==> config.mk <==
export PLATFORM = sky130hd
export DESIGN_NAME = alu_execute_stage
export DESIGN_NICKNAME = d
export VERILOG_FILES = /design/src/rtl/alu_execute_stage_pkg.sv /design/src/rtl/alu_execute_stage_alu_core.sv /design/src/rtl/alu_execute_stage.sv
export SDC_FILE = /design/constraint.sdc
export NUM_CORES = 1
export LEC_CHECK = 0
export BUFFER_PORTS_ARGS = -buffer_cell sky130_fd_sc_hd__buf_2
export CAP_MARGIN = 20
export CELL_PAD_IN_SITES_DETAIL_PLACEMENT = 0
export CELL_PAD_IN_SITES_GLOBAL_PLACEMENT = 1
export CORE_MARGIN = 2
export CORE_UTILIZATION = 45
export CTS_CLUSTER_DIAMETER = 100
export DETAILED_ROUTE_END_ITERATION = 10
export PLACE_DENSITY_LB_ADDON = 0.12
export SLEW_MARGIN = 20
export SYNTH_ARGS = -nofsm -noshare
export SYNTH_HDL_FRONTEND = slang
export SYNTH_SLANG_ARGS = --single-unit
==> constraint.sdc <==
create_clock -name clk -period 1.95 [get_ports clk]
set_clock_uncertainty 0.2 [all_clocks]
set_input_delay 0.0975 -clock clk [delete_from_list [all_inputs] [get_ports clk]]
set_output_delay 0.0975 -clock clk [all_outputs]
set_load 0.05 [all_outputs]
==> src/rtl/alu_execute_stage_pkg.sv <==
// -----------------------------------------------------------------------------
// alu_execute_stage_pkg
//   Shared MIPS ALU control encodings (the mips.h constants) used by both the
//   decode-stage ALU control and the execute stage, plus the EX/MEM register
//   layout and datapath constants.
// -----------------------------------------------------------------------------
package alu_execute_stage_pkg;

  localparam int ALU_DATA_W = 32;
  localparam int ALU_OP_W   = 4;
  localparam int REG_IDX_W  = 5;
  localparam int SHAMT_W    = 5;

  // ALU operation codes. Code 0 is the nop used for SYSCALL/JR; any code not
  // listed here is treated as undefined by the execute stage.
  typedef enum logic [ALU_OP_W-1:0] {
    ALU_nop   = 4'd0,
    ALU_add   = 4'd1,
    ALU_sub   = 4'd2,
    ALU_OR    = 4'd3,
    ALU_sll   = 4'd4,
    ALU_sra   = 4'd5,
    ALU_slli  = 4'd6,
    ALU_undef = 4'd7
  } alu_op_e;

  // EX/MEM pipeline register contents.
  typedef struct packed {
    logic                  valid;
    logic [ALU_DATA_W-1:0] result;
    logic                  zero;
    logic                  overflow;
    logic                  undef_op;
    logic [REG_IDX_W-1:0]  dest;
  } ex_mem_t;

  // Bubble: an empty slot that never writes back and never raises a fault.
  function automatic ex_mem_t ex_mem_bubble();
    ex_mem_t b;
    b = '0;
    return b;
  endfunction

endpackage : alu_execute_stage_pkg

==> src/rtl/alu_execute_stage_alu_core.sv <==
// -----------------------------------------------------------------------------
// alu_core
//   Purely combinational ALU operation table for the execute stage.
//   Ports:
//     alu_op   - operation code (alu_execute_stage_pkg encodings)
//     a, b     - rs operand / rt-or-immediate operand
//     shamt    - shift amount for sll/sra
//     trap_ovf - enables the signed-overflow trap for add
//     y        - raw result (carries discarded)
//     ovf      - signed add overflow with trapping enabled
//     undef    - alu_op is ALU_undef or an unlisted code
// -----------------------------------------------------------------------------
module alu_core
  import alu_execute_stage_pkg::*;
#(
  parameter int WIDTH     = 32,
  parameter int LUI_SHIFT = 16
) (
  input  logic [ALU_OP_W-1:0] alu_op,
  input  logic [WIDTH-1:0]    a,
  input  logic [WIDTH-1:0]    b,
  input  logic [SHAMT_W-1:0]  shamt,
  input  logic                trap_ovf,
  output logic [WIDTH-1:0]    y,
  output logic                ovf,
  output logic                undef
);

  logic [WIDTH-1:0] sum;

  assign sum = a + b;

  always_comb begin
    y     = '0;
    ovf   = 1'b0;
    undef = 1'b0;
    case (alu_op)
      ALU_nop:  y = '0;
      ALU_add: begin
        y   = sum;
        // Same-sign operands producing a different-sign sum; sub never traps.
        ovf = trap_ovf && (a[WIDTH-1] == b[WIDTH-1]) && (sum[WIDTH-1] != a[WIDTH-1]);
      end
      ALU_sub:  y = a - b;
      ALU_OR:   y = a | b;
      ALU_sll:  y = b << shamt;
      ALU_sra:  y = $unsigned($signed(b) >>> shamt);
      ALU_slli: y = b << LUI_SHIFT;
      default:  undef = 1'b1;
    endcase
  end

endmodule : alu_core

==> src/rtl/alu_execute_stage.sv <==
// -----------------------------------------------------------------------------
// alu_execute_stage
//   EX stage: runs the ALU on the ID/EX operands and captures result, flags and
//   destination into the EX/MEM register with one cycle of latency.
//   Ports:
//     clk, rst        - clock; asynchronous active-high reset
//     stall, flush    - hazard unit controls (flush has priority over stall)
//     in_valid        - ID/EX holds a real instruction
//     alu_op, src_a, src_b, shamt, trap_ovf, dest_in - ID/EX inputs
//     out_valid, result, zero, overflow, undef_op, dest_out - EX/MEM outputs
//   Handshake: no backpressure. An instruction with in_valid=1 is captured on
//   any rising edge without stall/flush and appears with out_valid=1 one cycle
//   later; stall freezes EX/MEM, flush replaces it with a bubble.
// -----------------------------------------------------------------------------
module alu_execute_stage
  import alu_execute_stage_pkg::*;
#(
  parameter int WIDTH     = 32,
  parameter int LUI_SHIFT = 16
) (
  input  logic                 clk,
  input  logic                 rst,
  input  logic                 stall,
  input  logic                 flush,
  input  logic                 in_valid,
  input  logic [ALU_OP_W-1:0]  alu_op,
  input  logic [WIDTH-1:0]     src_a,
  input  logic [WIDTH-1:0]     src_b,
  input  logic [SHAMT_W-1:0]   shamt,
  input  logic                 trap_ovf,
  input  logic [REG_IDX_W-1:0] dest_in,
  output logic                 out_valid,
  output logic [WIDTH-1:0]     result,
  output logic                 zero,
  output logic                 overflow,
  output logic                 undef_op,
  output logic [REG_IDX_W-1:0] dest_out
);

  logic [WIDTH-1:0] alu_y;
  logic             alu_ovf;
  logic             alu_undef;

  ex_mem_t ex_mem_d;
  ex_mem_t ex_mem_q;

  alu_core #(
    .WIDTH     (WIDTH),
    .LUI_SHIFT (LUI_SHIFT)
  ) u_alu_core (
    .alu_op   (alu_op),
    .a        (src_a),
    .b        (src_b),
    .shamt    (shamt),
    .trap_ovf (trap_ovf),
    .y        (alu_y),
    .ovf      (alu_ovf),
    .undef    (alu_undef)
  );

  always_comb begin
    ex_mem_d = ex_mem_q;
    if (flush) begin
      ex_mem_d = ex_mem_bubble();
    end else if (stall) begin
      ex_mem_d = ex_mem_q;
    end else if (!in_valid) begin
      ex_mem_d = ex_mem_bubble();
    end else begin
      ex_mem_d.valid    = 1'b1;
      ex_mem_d.overflow = alu_ovf;
      ex_mem_d.undef_op = alu_undef;
      if (alu_ovf || alu_undef) begin
        // Faulting instruction: drop the result and suppress writeback.
        ex_mem_d.result = '0;
        ex_mem_d.dest   = '0;
      end else begin
        ex_mem_d.result = alu_y;
        ex_mem_d.dest   = dest_in;
      end
      // Derived from the value being loaded, not from the stale register.
      ex_mem_d.zero = (ex_mem_d.result == '0);
    end
  end

  always_ff @(posedge clk or posedge rst) begin
    if (rst) begin
      ex_mem_q <= ex_mem_bubble();
    end else begin
      ex_mem_q <= ex_mem_d;
    end
  end

  assign out_valid = ex_mem_q.valid;
  assign result    = ex_mem_q.result;
  assign zero      = ex_mem_q.zero;
  assign overflow  = ex_mem_q.overflow;
  assign undef_op  = ex_mem_q.undef_op;
  assign dest_out  = ex_mem_q.dest;

endmodule : alu_execute_stage

# [Word-level counts from Yosys, hierarchy flattened]
# Cells that the tools add are included.
[op_classes] n_addsub=2 n_eq_ne=9 shifts=2 mux=11 bitwise=1 reduce_logical=6
[ops] op="case mux 32 bit (6 select lines)" count=1
[ops] op="two-way mux 32 bit" count=4
[ops] op="two-way mux 41 bit" count=3
[ops] op="adder 32 bit" count=1
[ops] op="zero test 32 bit" count=1
[ops] op="bitwise OR 32 bit" count=1
[ops] op="<< shifter 32 x 5 -> 32 bit" count=1
[ops] op=">>> shifter 32 x 5 -> 32 bit" count=1
[ops] op="subtractor 32 bit" count=1
[ops] op="== test 4 x 3 -> 1 bit (second input constant)" count=3
[ops] op="== test 4 x 2 -> 1 bit (second input constant)" count=2
[ops] op="OR reduction 7 bit" count=1
[ops] op="two-way mux 5 bit" count=1
[ops] op="== test 4 x 1 -> 1 bit (second input constant)" count=1
[ops] op="zero test 4 bit" count=1
[ops] op="logical AND 1 bit" count=2
[ops] op="two-way mux 1 bit" count=2
[ops] op="!= test 2 x 1 -> 1 bit (second input constant)" count=1
[ops] op="== test 1 bit" count=1
[ops] op="logical OR 1 bit" count=1
[ops] op="!= test 1 bit" count=1
[totals] regBits=41 out_inout_bits=41 elab_cells=37

# [Longest topological paths before layout]
[logic_depth] depth_word=13 depth_mapped=17 mapped_depth_nobuf=15

# [Modules after synthesis]
# A second synthesis with hierarchy kept.
[unflattened] cells_unflattened=1345 hier_area_um2=10088.4
[modules_own_cells] mod="alu_core" instances=1 cells_per_inst=1238 area_per_inst_um2=8485.6
[modules_own_cells] mod="alu_execute_stage" instances=1 cells_per_inst=107 area_per_inst_um2=1602.8

# [Least setup slack after synthesis]
# OpenSTA, ideal clock, no wires.
[synth_path] path_kind="input port to flip-flop" start="input port src_a[0]" end="register ex_mem_q, in the netlist zero" t_arrival_ps=3693 path_slack_ps=-2047 cell_stages=15 n_path_buf=0 path_cell_list="inv_1 ha_1 inv_1 fa_1 nor2b_4 o311a_4 o21a_4 o311ai_4 a211oi_2 o31ai_2 o221ai_1 o21a_1 or4b_1 or4b_1 o41ai_2"
[synth_via] elab_chain_cells=13 elab_cells_between_ends=16
[synth_rtl] element="start: declaration" line="alu_execute_stage.sv:27" source="input logic [WIDTH-1:0] src_a,"
[synth_rtl] element="adder 32 bit" line="alu_execute_stage_alu_core.sv:31" source="assign sum = a + b;"
[synth_rtl] element="!= test 1 bit" line="alu_execute_stage_alu_core.sv:42" source="ovf = trap_ovf && (a[WIDTH-1] == b[WIDTH-1]) && (sum[WIDTH-1] != a[WIDTH-1]);"
[synth_rtl] element="logical AND 1 bit" line="alu_execute_stage_alu_core.sv:42"
[synth_rtl] element="two-way mux 1 bit" line="alu_execute_stage_alu_core.sv:37" source="case (alu_op)"
[synth_rtl] element="logical OR 1 bit" line="alu_execute_stage.sv:73" source="if (alu_ovf || alu_undef) begin"
[synth_rtl] element="two-way mux 32 bit (*)" line="alu_execute_stage.sv:73"
[synth_rtl] element="two-way mux 32 bit (*)" line="alu_execute_stage.sv:67" source="end else if (!in_valid) begin"
[synth_rtl] element="two-way mux 32 bit (*)" line="alu_execute_stage.sv:65" source="end else if (stall) begin"
[synth_rtl] element="two-way mux 32 bit (*)" line="alu_execute_stage.sv:63" source="if (flush) begin"
[synth_rtl] element="zero test 32 bit (*)" line="alu_execute_stage.sv:82" source="ex_mem_d.zero = (ex_mem_d.result == '0);"
[synth_rtl] element="two-way mux 41 bit (*)" line="alu_execute_stage.sv:67"
[synth_rtl] element="two-way mux 41 bit (*)" line="alu_execute_stage.sv:65"
[synth_rtl] element="two-way mux 41 bit (*)" line="alu_execute_stage.sv:63"
[synth_rtl] element="end signal: assignment" line="alu_execute_stage.sv:88" source="ex_mem_q <= ex_mem_bubble();"
[synth_rtl] element="end signal: assignment" line="alu_execute_stage.sv:90" source="ex_mem_q <= ex_mem_d;"
[synth_rtl] element="end: declaration" line="alu_execute_stage.sv:45" source="ex_mem_t ex_mem_q;"
# Mark *: on every way between the ends. The rest lies on a longest branch, timed or not. The select of a mux whose other input is x is not followed.
# A chain may end at the register's enable or synchronous reset.

# [Worst setup path after layout]
[layout_path] start="input port src_b[0]" end="register ex_mem_q, in the netlist zero"
[layout_via] elab_chain_cells=13 elab_cells_between_ends=18
[layout_rtl] element="start: declaration" line="alu_execute_stage.sv:28" source="input logic [WIDTH-1:0] src_b,"
[layout_rtl] element="adder 32 bit" line="alu_execute_stage_alu_core.sv:31"
[layout_rtl] element="!= test 1 bit" line="alu_execute_stage_alu_core.sv:42"
[layout_rtl] element="logical AND 1 bit" line="alu_execute_stage_alu_core.sv:42"
[layout_rtl] element="two-way mux 1 bit" line="alu_execute_stage_alu_core.sv:37"
[layout_rtl] element="logical OR 1 bit" line="alu_execute_stage.sv:73"
[layout_rtl] element="two-way mux 32 bit (*)" line="alu_execute_stage.sv:73"
[layout_rtl] element="two-way mux 32 bit (*)" line="alu_execute_stage.sv:67"
[layout_rtl] element="two-way mux 32 bit (*)" line="alu_execute_stage.sv:65"
[layout_rtl] element="two-way mux 32 bit (*)" line="alu_execute_stage.sv:63"
[layout_rtl] element="zero test 32 bit (*)" line="alu_execute_stage.sv:82"
[layout_rtl] element="two-way mux 41 bit (*)" line="alu_execute_stage.sv:67"
[layout_rtl] element="two-way mux 41 bit (*)" line="alu_execute_stage.sv:65"
[layout_rtl] element="two-way mux 41 bit (*)" line="alu_execute_stage.sv:63"
# Marks and branches as above.

==> results by group <==
STA
  – Hold_ws: 0.130 ns
  – Fmax: 260 MHz
  – Max-slew violations: 0
  – Worst relative slew slack: 0.427
  – Setup ws final: -1.89 ns
  – Final setup viols: 39
  – RSZ-0062 raised after global routing: true
  – Slew @ Worst Pin: 0.854 ns
  – Final period util: 1.97
  – Setup TNS after final layout: -48.53 ns
  – Hold Fails Final Rpt: 0
  – Min cycle time layout: 3.84 ns

Setup path
  – Critical path startpoint: src_b[0]
  – Worst EP required: 1.93 ns
  – Max incr delay on CP: 0.52 ns
  – CP top delay family: compound AO/OA/AOI/OAI gates
  – CP cell instances: buf_8, ha_4, inv_2, fa_2, nand2b_4, a2111o_1, a21oi_2, o211a_1, o21ai_2, o21a_1, a32o_1, o21a_1, or4b_4, or4b_4, o41ai_2
  – WP buf/inv: 2
  – Worst R2R Path Depth: 1
  – CP max FO: 4
  – Slowest CP cell: or4b_4
  – Startpoint types: primary input
  – Crit path DAT: 3.82 ns
  – WP depth: 15
  – Worst r2r src: result[20]
  – Crit. End Element: flop
  – Worst setup path category: primary input to flop

Die
  – Core area: 25,000 um2
  – Die width: 163 um
  – Die Span Y: 163 um
  – Row count: 58
  – Starting Density: 0.453
  – I/O pin cnt: 125
  – Die Area: 26,400 um2

Synthesis
  – Mean post-synth cell area: 7.62 um2
  – Post-synth EDFFs: 0
  – Largest area contributor in the netlist: ha_1
  – Post-synth top flop: dfrtp_1
  – Post-Syn Instances: 1,485
  – Async set or reset register ratio after synthesis: 1.00
  – Synth top area cells: ha_1, dfrtp_1, mux4_2
  – Syn Std Cell Area: 11,300 um2
  – Syn. warnings: 0
  – Synth top area share: 0.113
  – Post-synth cell types: 111
  – Syn Nets: 1,673
  – Register area share after synthesis: 0.0906
  – Synth Register Bits: 41

Status
  – Failing checks: negative setup slack
  – Outcome: finished with violations

Route
  – Routed Antenna Nets: 0
  – DR vias: 15,800
  – First drt pass iteration count: 6
  – Initial drt markers: 1,832
  – Vias per cell: 6.26
  – Final wirelength: 61,100 um
  – WL/cell: 24.3 um
  – Drc violations: 0

GRT
  – First-pass GRT wire length: 90,100 um
  – Gr busiest metal: met2
  – M1 GR Usage: 0.586
  – Met2 Track Usage GR: 0.720
  – Initial antenna violation count: 1
  – Gr ovfl total: 0
  – All-layer global routing usage: 0.448
  – Largest net degree at the start of global routing: 42
  – Met3 global-route usage: 0.0787
  – Vias in the first global route: 15,200

Pwr
  – Switching power: 3.07 mW
  – Clock power frac: 0.133
  – Switching share of power: 0.434
  – Reg power frac: 0.124
  – Logic pwr share: 0.743
  – Worst vdd ir: 0.672 mV
  – Pwr Density: 378 nW/um2
  – Pint: 4.00 mW
  – Static leakage: 8.76 nW

Finish
  – Inserted Diodes: 0
  – Final Cell Area: 18,700 um2
  – Fillers: 1,961
  – Fin util: 0.749
  – Fin nets: 2,374
  – Synth-to-Final Area Change: 65.1%
  – Ratio of cells with drive above 1 in the final layout: 0.503

Placed design
  – DP Area: 17,200 um2
  – DP HPWL: 49,600 um
  – IO buf count: 124
  – Final RePlAce weighted congestion: 1.12

Worst hold path
  – Worst hold path type: primary input to flop
  – Hold path startpoint: stall
  – Hold Crit Depth: 4

Flow run
  – Max-Cap Viols: 0

Clock network
  – Longest Clk Path Bufs: 2
  – Clk_lat worst skew: 0.28 ns
  – H-tree depth: 2
  – Clock tree from TritonCTS: built
  – Clk slew on worst S/H paths: 0.06 ns
  – Num CTS Buffers: 5
  – CTS root buf: clkbuf_16
  – Clock sinks: 41
-- power by group through the flow --
| stage | sequential, mW | combinational [mW] | clock, mW |
|---|---|---|---|
| after floorplan | 0.951 | 2.26 | 0 |
| after global placement | 0.890 | 4.59 | 0 |
| after detailed placement | 0.892 | 4.65 | 0 |
| after CTS | 0.876 | 4.97 | 0.946 |
| after global routing | 0.878 | 5.48 | 0.975 |
| final | 0.877 | 5.26 | 0.940 |
-- registers in the layout, indices dropped and copies added (netlist names) --
register,cells
overflow,1
result,32
out_valid,1
dest_out,5
zero,1
undef_op,1
-- Yosys cell counts (9+ instances only) --
cell type / count
o221ai_1: 20
a21o_1: 11
xnor2_1: 11
a211oi_1: 30
o21a_1: 17
nand2_1: 152
o31ai_1: 14
nand3_1: 27
nor2b_1: 19
buf_2: 28
o22ai_1: 18
nor3_1: 30
a2111oi_0: 9
a221oi_1: 12
a22o_1: 23
mux2_2: 31
nor4_1: 17
buf_6: 11
mux2i_1: 54
a31oi_1: 15
nand4_1: 15
inv_1: 93
dfrtp_1: 41
o21bai_1: 14
nor2_1: 122
o21ai_0: 89
ha_1: 102
a21oi_1: 107
o211ai_1: 26
buf_4: 17
mux4_2: 43
clkbuf_1: 55
nand2b_1: 16
-- placed cells by master (no fill, tap or decap), types with 11 or more instances in the layout --
cell      Yosys  routed
o22ai_1      18      17
ha_4          0      25
mux2_2       31      31
dfrtp_1      41      41
nor3_1       30      28
o21ai_2       2      11
buf_2        28     100
a211oi_1     30      22
inv_2         3      18
nor2b_1      19      17
a31oi_1      15      13
mux4_2       43      43
a22o_1       23      23
o21a_1       17      17
nand3_1      27      26
buf_4        17     640
nand2_1     152     145
nor2_1      122     117
o21ai_0      89      67
o211ai_1     26      26
a21o_1       11      11
a21oi_2       1      14
nor4_1       17      14
o221ai_1     20      18
inv_1        93      67
nand2b_1     16      15
o21bai_1     14      14
ha_1        102      72
o21ai_1       7      19
a21oi_1     107      91
xnor2_1      11      11
mux2i_1      54      49
buf_12        1      26
buf_6        11      44
nand4_1      15      15
-- per-stage QoR --
stage          worst slack (ns)  cells  power (mW)
2_1_floorplan             -1.81   1485        3.21
3_3_place_gp              -2.26   2449        5.48
3_5_place_dp              -2.35   2450        5.54
4_1_cts                   -1.97   2505        6.79
5_1_grt                   -1.93   2517        7.34
6_report                  -1.89   2517        7.07
-- cell families after synthesis --
| group | after synthesis | share of synthesized area |
|---|---|---|
| buffers and inverters | 226 | 0.100 |
| adders and majority gates | 104 | 0.116 |
| AOI/OAI and AO/OA | 505 | 0.316 |
| muxes | 130 | 0.166 |
| DFF | 41 | 0.0906 |
| xor gates and xnor gates | 12 | 0.00928 |
| and+or+nand+nor | 467 | 0.201 |
-- area by class of cell --
cell class	instances	area (um2)	area share
repair buffers	823	6500	0.348
clock buffers	6	129	0.00690
flip-flops and latches	41	1030	0.0549
inverters	97	409	0.0219
clock inverters	2	38.8	0.00208
well taps	330	413	0.0221
multi-input cells	1218	10200	0.545
-- final timing paths --
check / end / slack (ns)
max: zero / -1.89
min: out_valid / 0.13
max reg2reg: result[20] / 1.01
min reg2reg: undef_op / 0.28
max in group asynchronous: result[28] / 0.92
min in group asynchronous: result[6] / 0.28
-- layer usage --
layer  vias up  routed length [um]
li1       6989                   -
met1      7487               24300
met2      1052               26900
met3       231                6420
met4         0                3520
met5         -                   0
-- what timing repair did --
action                                 4_1_cts  5_1_grt
setup endpoints to repair                   39       39
pin swaps                                   61       41
buffers inserted                            42       20
hold buffers                                 6        0
cloned                                       1        0
endpoints found under the hold margin       46        0
gates resized for setup                    166       43
Note: power is estimated with default switching activity, not from simulation.
